`src/rtl/uart_frame_tx.sv`:
```
// Framed UART transmitter: sends header, 8 payload bytes and an additive checksum
// as 10 back-to-back 8N1 characters on each rising edge of uart_en.
module uart_frame_tx #(
    parameter int unsigned CLK_FREQ  = 50000000,
    parameter int unsigned UART_BPS  = 115200,
    parameter logic [7:0]  FRAME_HDR = 8'hA5
) (
    input  logic        sys_clk,
    input  logic        sys_rst_n,
    input  logic        uart_en,
    input  logic [63:0] uart_din,
    output logic        uart_tx_busy,
    output logic        tx_done,
    output logic        uart_txd
);

    localparam int unsigned BpsCnt = CLK_FREQ / UART_BPS;
    localparam int unsigned CntW   = (BpsCnt > 1) ? $clog2(BpsCnt) : 1;
    localparam logic [CntW-1:0] BaudLast = CntW'(BpsCnt - 1);

    typedef enum logic [1:0] {
        StIdle,
        StStart,
        StData,
        StStop
    } state_e;

    state_e          state_q, state_d;
    logic [1:0]      en_q;
    logic            primed_q;
    logic            armed_q;
    logic [63:0]     data_q, data_d;
    logic [CntW-1:0] baud_q, baud_d;
    logic [2:0]      bit_q, bit_d;
    logic [3:0]      byte_q, byte_d;
    logic            txd_q, txd_d;
    logic            busy_q, busy_d;

    logic            req;
    logic            baud_end;
    logic [7:0]      chk;
    logic [7:0]      cur_byte;

    // armed_q only sets once a genuine low sample of uart_en has been seen after reset,
    // so a level already high at release cannot masquerade as a rising edge.
    always_ff @(posedge sys_clk or negedge sys_rst_n) begin
        if (!sys_rst_n) begin
            en_q     <= 2'b00;
            primed_q <= 1'b0;
            armed_q  <= 1'b0;
        end else begin
            en_q     <= {en_q[0], uart_en};
            primed_q <= 1'b1;
            armed_q  <= armed_q | (primed_q & ~en_q[0]);
        end
    end

    assign req      = en_q[0] & ~en_q[1] & armed_q;
    assign baud_end = (baud_q == BaudLast);

    always_comb begin
        chk = 8'h00;
        for (int k = 0; k < 8; k++) begin
            chk = chk + data_q[8*k +: 8];
        end
    end

    // Byte indices 1..8 map to payload bytes 0..7; the low three bits minus one wrap 8 to 7.
    always_comb begin
        cur_byte = FRAME_HDR;
        if (byte_q == 4'd9) begin
            cur_byte = chk;
        end else if (byte_q != 4'd0) begin
            cur_byte = data_q[{byte_q[2:0] - 3'd1, 3'b000} +: 8];
        end
    end

    always_comb begin
        state_d = state_q;
        data_d  = data_q;
        baud_d  = baud_q;
        bit_d   = bit_q;
        byte_d  = byte_q;
        txd_d   = txd_q;
        busy_d  = busy_q;

        case (state_q)
            StIdle: begin
                baud_d = '0;
                bit_d  = 3'd0;
                byte_d = 4'd0;
                txd_d  = 1'b1;
                busy_d = 1'b0;
                if (req) begin
                    data_d  = uart_din;
                    state_d = StStart;
                    txd_d   = 1'b0;
                    busy_d  = 1'b1;
                end
            end
            StStart: begin
                if (baud_end) begin
                    baud_d  = '0;
                    bit_d   = 3'd0;
                    state_d = StData;
                    txd_d   = cur_byte[0];
                end else begin
                    baud_d = baud_q + 1'b1;
                end
            end
            StData: begin
                if (baud_end) begin
                    baud_d = '0;
                    if (bit_q == 3'd7) begin
                        state_d = StStop;
                        txd_d   = 1'b1;
                    end else begin
                        bit_d = bit_q + 3'd1;
                        txd_d = cur_byte[bit_q + 3'd1];
                    end
                end else begin
                    baud_d = baud_q + 1'b1;
                end
            end
            StStop: begin
                if (baud_end) begin
                    baud_d = '0;
                    if (byte_q < 4'd9) begin
                        byte_d  = byte_q + 4'd1;
                        state_d = StStart;
                        txd_d   = 1'b0;
                    end else begin
                        byte_d  = 4'd0;
                        state_d = StIdle;
                        txd_d   = 1'b1;
                        busy_d  = 1'b0;
                    end
                end else begin
                    baud_d = baud_q + 1'b1;
                end
            end
            default: begin
                state_d = StIdle;
                txd_d   = 1'b1;
                busy_d  = 1'b0;
            end
        endcase
    end

    always_ff @(posedge sys_clk or negedge sys_rst_n) begin
        if (!sys_rst_n) begin
            state_q <= StIdle;
            data_q  <= '0;
            baud_q  <= '0;
            bit_q   <= 3'd0;
            byte_q  <= 4'd0;
            txd_q   <= 1'b1;
            busy_q  <= 1'b0;
        end else begin
            state_q <= state_d;
            data_q  <= data_d;
            baud_q  <= baud_d;
            bit_q   <= bit_d;
            byte_q  <= byte_d;
            txd_q   <= txd_d;
            busy_q  <= busy_d;
        end
    end

    assign uart_txd     = txd_q;
    assign uart_tx_busy = busy_q;
    assign tx_done      = (state_q == StStop) && (byte_q == 4'd9) && baud_end;

endmodule

```
`config.mk`:
```
export PLATFORM = sky130hd
export DESIGN_NAME = uart_frame_tx
export DESIGN_NICKNAME = d
export VERILOG_FILES = /design/src/rtl/uart_frame_tx.sv
export SDC_FILE = /design/constraint.sdc
export NUM_CORES = 1
export LEC_CHECK = 0
export BUFFER_PORTS_ARGS = -buffer_cell sky130_fd_sc_hd__buf_2
export CORE_MARGIN = 2
export CORE_UTILIZATION = 39
export DETAILED_ROUTE_END_ITERATION = 6
export SLEW_MARGIN = 30
export SYNTH_ARGS = -nofsm -noshare
export SYNTH_HDL_FRONTEND = slang
export SYNTH_SLANG_ARGS = --single-unit
```
`constraint.sdc`:
```
create_clock -name sys_clk -period 11.9 [get_ports sys_clk]
set_input_delay 2.38 -clock sys_clk [delete_from_list [all_inputs] [get_ports sys_clk]]
set_output_delay 2.38 -clock sys_clk [all_outputs]
set_load 0.01 [all_outputs]
```
==> metrics.md <==
| Metric | Value |
|---|---|
| Site Rows | 43 |
| Vias in the first global route | 3819 |
| CTS tree | done |
| Synth warn | 0 |
| Core area | 0.0139 mm2 |
| Final period util | 37.7% |
| Clock Latency Late Sink | 0.35 ns |
| Worst setup SP type | flip-flop |
| Clock Sinks | 88 |
| CP top delay family | simple AND/OR/NAND/NOR gates |
| Synth top area cells | dfrtp_1 (39%), fa_1 (14%), mux2_2 (13%), mux4_2 (6.4%), inv_1 (4.8%) |
| Critical path, cell by cell | or4b_4 > nor3_4 > and3_1 > buf_2 |
| Worst-path clk slew | 0.06 ns |
| DR pass1 iterations | 4 |
| Post-DP HPWL | 8010 um |
| Syn_nets | 588 |
| Post-synth top area cell | dfrtp_1 |
| Synth cell count leaders | dfrtp_1 (87), inv_1 (71), mux2_2 (65) |
| Worst Hold Class | reg -> reg |
| Pin count of the biggest net entering global routing | 89 |
| Root Driver | clkbuf_16 |
| Cell depth of the worst hold path | 1 |
| R2R depth | 17 |
| FFs w/ async S/R, synth | 100% |
| R2r setup slk | 7.42 ns |
| Wirelength per Cell | 15.0 um |
| Synthesis-to-layout area growth | 14.2% |
| # DRC | 0 |
| Slew margin rel. | 40.9% |
| Worst clock skew | 0.00830 ns |
| H-tree levels | 3 |
| Setup TNS | 0 ns |
| Max-slew violation count | 0 |
| CP Buf/Inv Count | 1 |
| Crit path max-delay cell type | or4b_4 |
| Most frequent cell after synthesis | dfrtp_1 |
| Initial Util | 40.2% |
| # port buffers | 69 |
| IO Pins | 70 |
| Arrival @ worst endpoint | 2.11 ns |
| Total CTS buffers | 9 |
| Post-synthesis sequential area ratio | 39.3% |
| Post-synth EDFFs | 0 |
| Max Cap Viol | 0 |
| CTS resizes | 0 |
| Layout cells sized above 1 | 32.9% |
| Final hold viol count | 0 |
| Nets | 654 |
| Die Area | 0.0153 mm2 |
| Yosys reg bits | 88 |
| Max Buffers Root-to-Sink | 2 |
| Post-CTS Setup Bufs | 0 |
| Tightest Pin Transition | 0.887 ns |
| Die width | 124 um |
| First-pass GRT wire length | 18300 um |
| Critical path type | reg -> out |
| Routed Antenna Nets | 0 |
| CTS Hold Bufs | 0 |
| Hold path endpoint | armed_q |
| WL final | 10700 um |
| Global route overflow | 0 |
| Worst r2r dst | uart_txd |
| Initial antenna violation count | 0 |
| Diode count | 0 |
| Top-area cell type share of the netlist area | 38.8% |
| CP max FO | 11 |
| Syn_area_per_cell | 12.2 um2 |
| Outcome | completed |
| Initial DRC count | 76 |
| Cells after synthesis | 461 |
| Top FF cell, synth | dfrtp_1 |
| Via density | 4.87 |
| RSZ-0062 raised after global routing | no |
| HP Start | primed_q |
| All-Layer GR Usage | 15.8% |
| Required @ worst endpoint | 9.52 ns |
| RR Startpoint | data_q[2] |
| Die Height | 124 um |
| DP Area | 0.00613 mm2 |
| Synth Cell Area | 0.00560 mm2 |
| Fmax | 223 MHz |
| RePlAce Congestion | 0.875 |
| Final instance area | 0.00640 mm2 |
| Min Tclk post-route | 4.49 ns |
| Vias | 3465 |
| Fillers | 1292 |
| Crit end category | output port |
| Slowest Stage Delay on Critical Path | 0.55 ns |
| Setup violators final | 0 |
| Utilization after layout | 45.9% |
| Yosys cell types | 54 |
area by class of cell:
| type | count | area [um2] | share of cell area [%] |
|---|---|---|---|
| multi-input cells | 284 | 3060 | 47.8 |
| repair buffers | 71 | 367 | 5.73 |
| flip-flops and latches | 88 | 2200 | 34.4 |
| well taps | 180 | 225 | 3.52 |
| clock buffers | 11 | 243 | 3.79 |
| clock inverters | 5 | 32.5 | 0.508 |
| inverters | 73 | 274 | 4.28 |
registers in the layout, indices dropped and copies added, names as in the netlist:
signal and flops:
armed_q 1, baud_q 9, bit_q 3, byte_q 4, data_q 64, en_q 2, primed_q 1, state_q 2
uart_tx_busy 1, uart_txd 1
per-layer routing:
metal	share of wire, %	track usage [%]	vias to the layer above	wire length [um]
li1	-	-	1669	-
met1	43	19.0	1727	4620
met2	50	26.5	55	5350
met3	4.8	4.99	14	516
met4	1.9	5.97	0	208
met5	0	0	-	0
worst max path at each step:
stage	slack [ns]	endpoint	cells past startpoint	from
2_1_floorplan	7.59	uart_txd	17	data_q[2]
3_3_place_gp	7.48	uart_txd	17	data_q[2]
3_5_place_dp	7.41	uart_txd	17	data_q[2]
4_1_cts	7.38	tx_done	6	byte_q[0]
5_1_grt	7.16	uart_txd	17	data_q[2]
6_report	7.41	tx_done	4	baud_q[3]
layout by cell type, fill, tap and decap left out, types with 2 or more instances in the layout:
master | synthesis | routed
mux2i_1 | 3 | 3
o2111ai_1 | 2 | 2
nand2_1 | 14 | 14
a21o_1 | 4 | 4
or2_1 | 2 | 2
a21oi_1 | 10 | 10
clkbuf_16 | 0 | 9
and3_1 | 2 | 2
mux2_2 | 65 | 65
clkinv_2 | 0 | 2
o21ai_0 | 5 | 5
ha_1 | 21 | 21
nor2b_1 | 6 | 6
xnor2_1 | 17 | 17
buf_2 | 2 | 68
buf_4 | 0 | 2
inv_1 | 71 | 71
o21ai_1 | 7 | 7
fa_1 | 39 | 39
dfrtp_1 | 87 | 87
mux4_2 | 16 | 16
nor2_1 | 20 | 20
xor2_1 | 6 | 6
o31ai_1 | 3 | 3
mux2_1 | 2 | 2
o22ai_1 | 4 | 4
o21bai_1 | 2 | 2
nand3_1 | 9 | 9
nand2b_1 | 3 | 3
clkinvlp_4 | 0 | 3
worst reg2reg max path, cell delays in order, from the launching register on:
cell and delay [ns]:
dfrtp_1 0.37, inv_1 0.07, fa_1 0.53, inv_1 0.05
fa_1 0.50, fa_1 0.54, inv_1 0.05, fa_1 0.53
inv_1 0.04, ha_1 0.22, fa_1 0.40, a21o_1 0.19
a21oi_1 0.16, xor2_1 0.16, o22ai_1 0.10, a21oi_1 0.19
o21ai_0 0.11, a31o_1 0.23
stage by stage:
| step | hold slack, ns | worst slack [ns] | cells |
|---|---|---|---|
| floorplan | 0.395 | 7.59 | 461 |
| global placement | 0.426 | 7.48 | 696 |
| detailed placement | 0.445 | 7.41 | 696 |
| CTS | 0.464 | 7.38 | 712 |
| global route | 0.487 | 7.16 | 712 |
| finish | 0.460 | 7.41 | 712 |
cells by family after synthesis:
family                     after synthesis  share of synthesized area (%)
buffers and inverters                   89                           6.14
DFF                                     88                           39.3
muxes                                   86                           20.4
and+or+nand+nor                         68                           6.41
adders and majority gates               60                           18.6
AOI/OAI and AO/OA                       46                           5.43
xor gates and xnor gates                23                           3.59
other                                    1                         0.0669
Power is left out: the tool's default activity adds up to more than one toggle a clock period on the data nets, which glitch-free logic cannot reach.
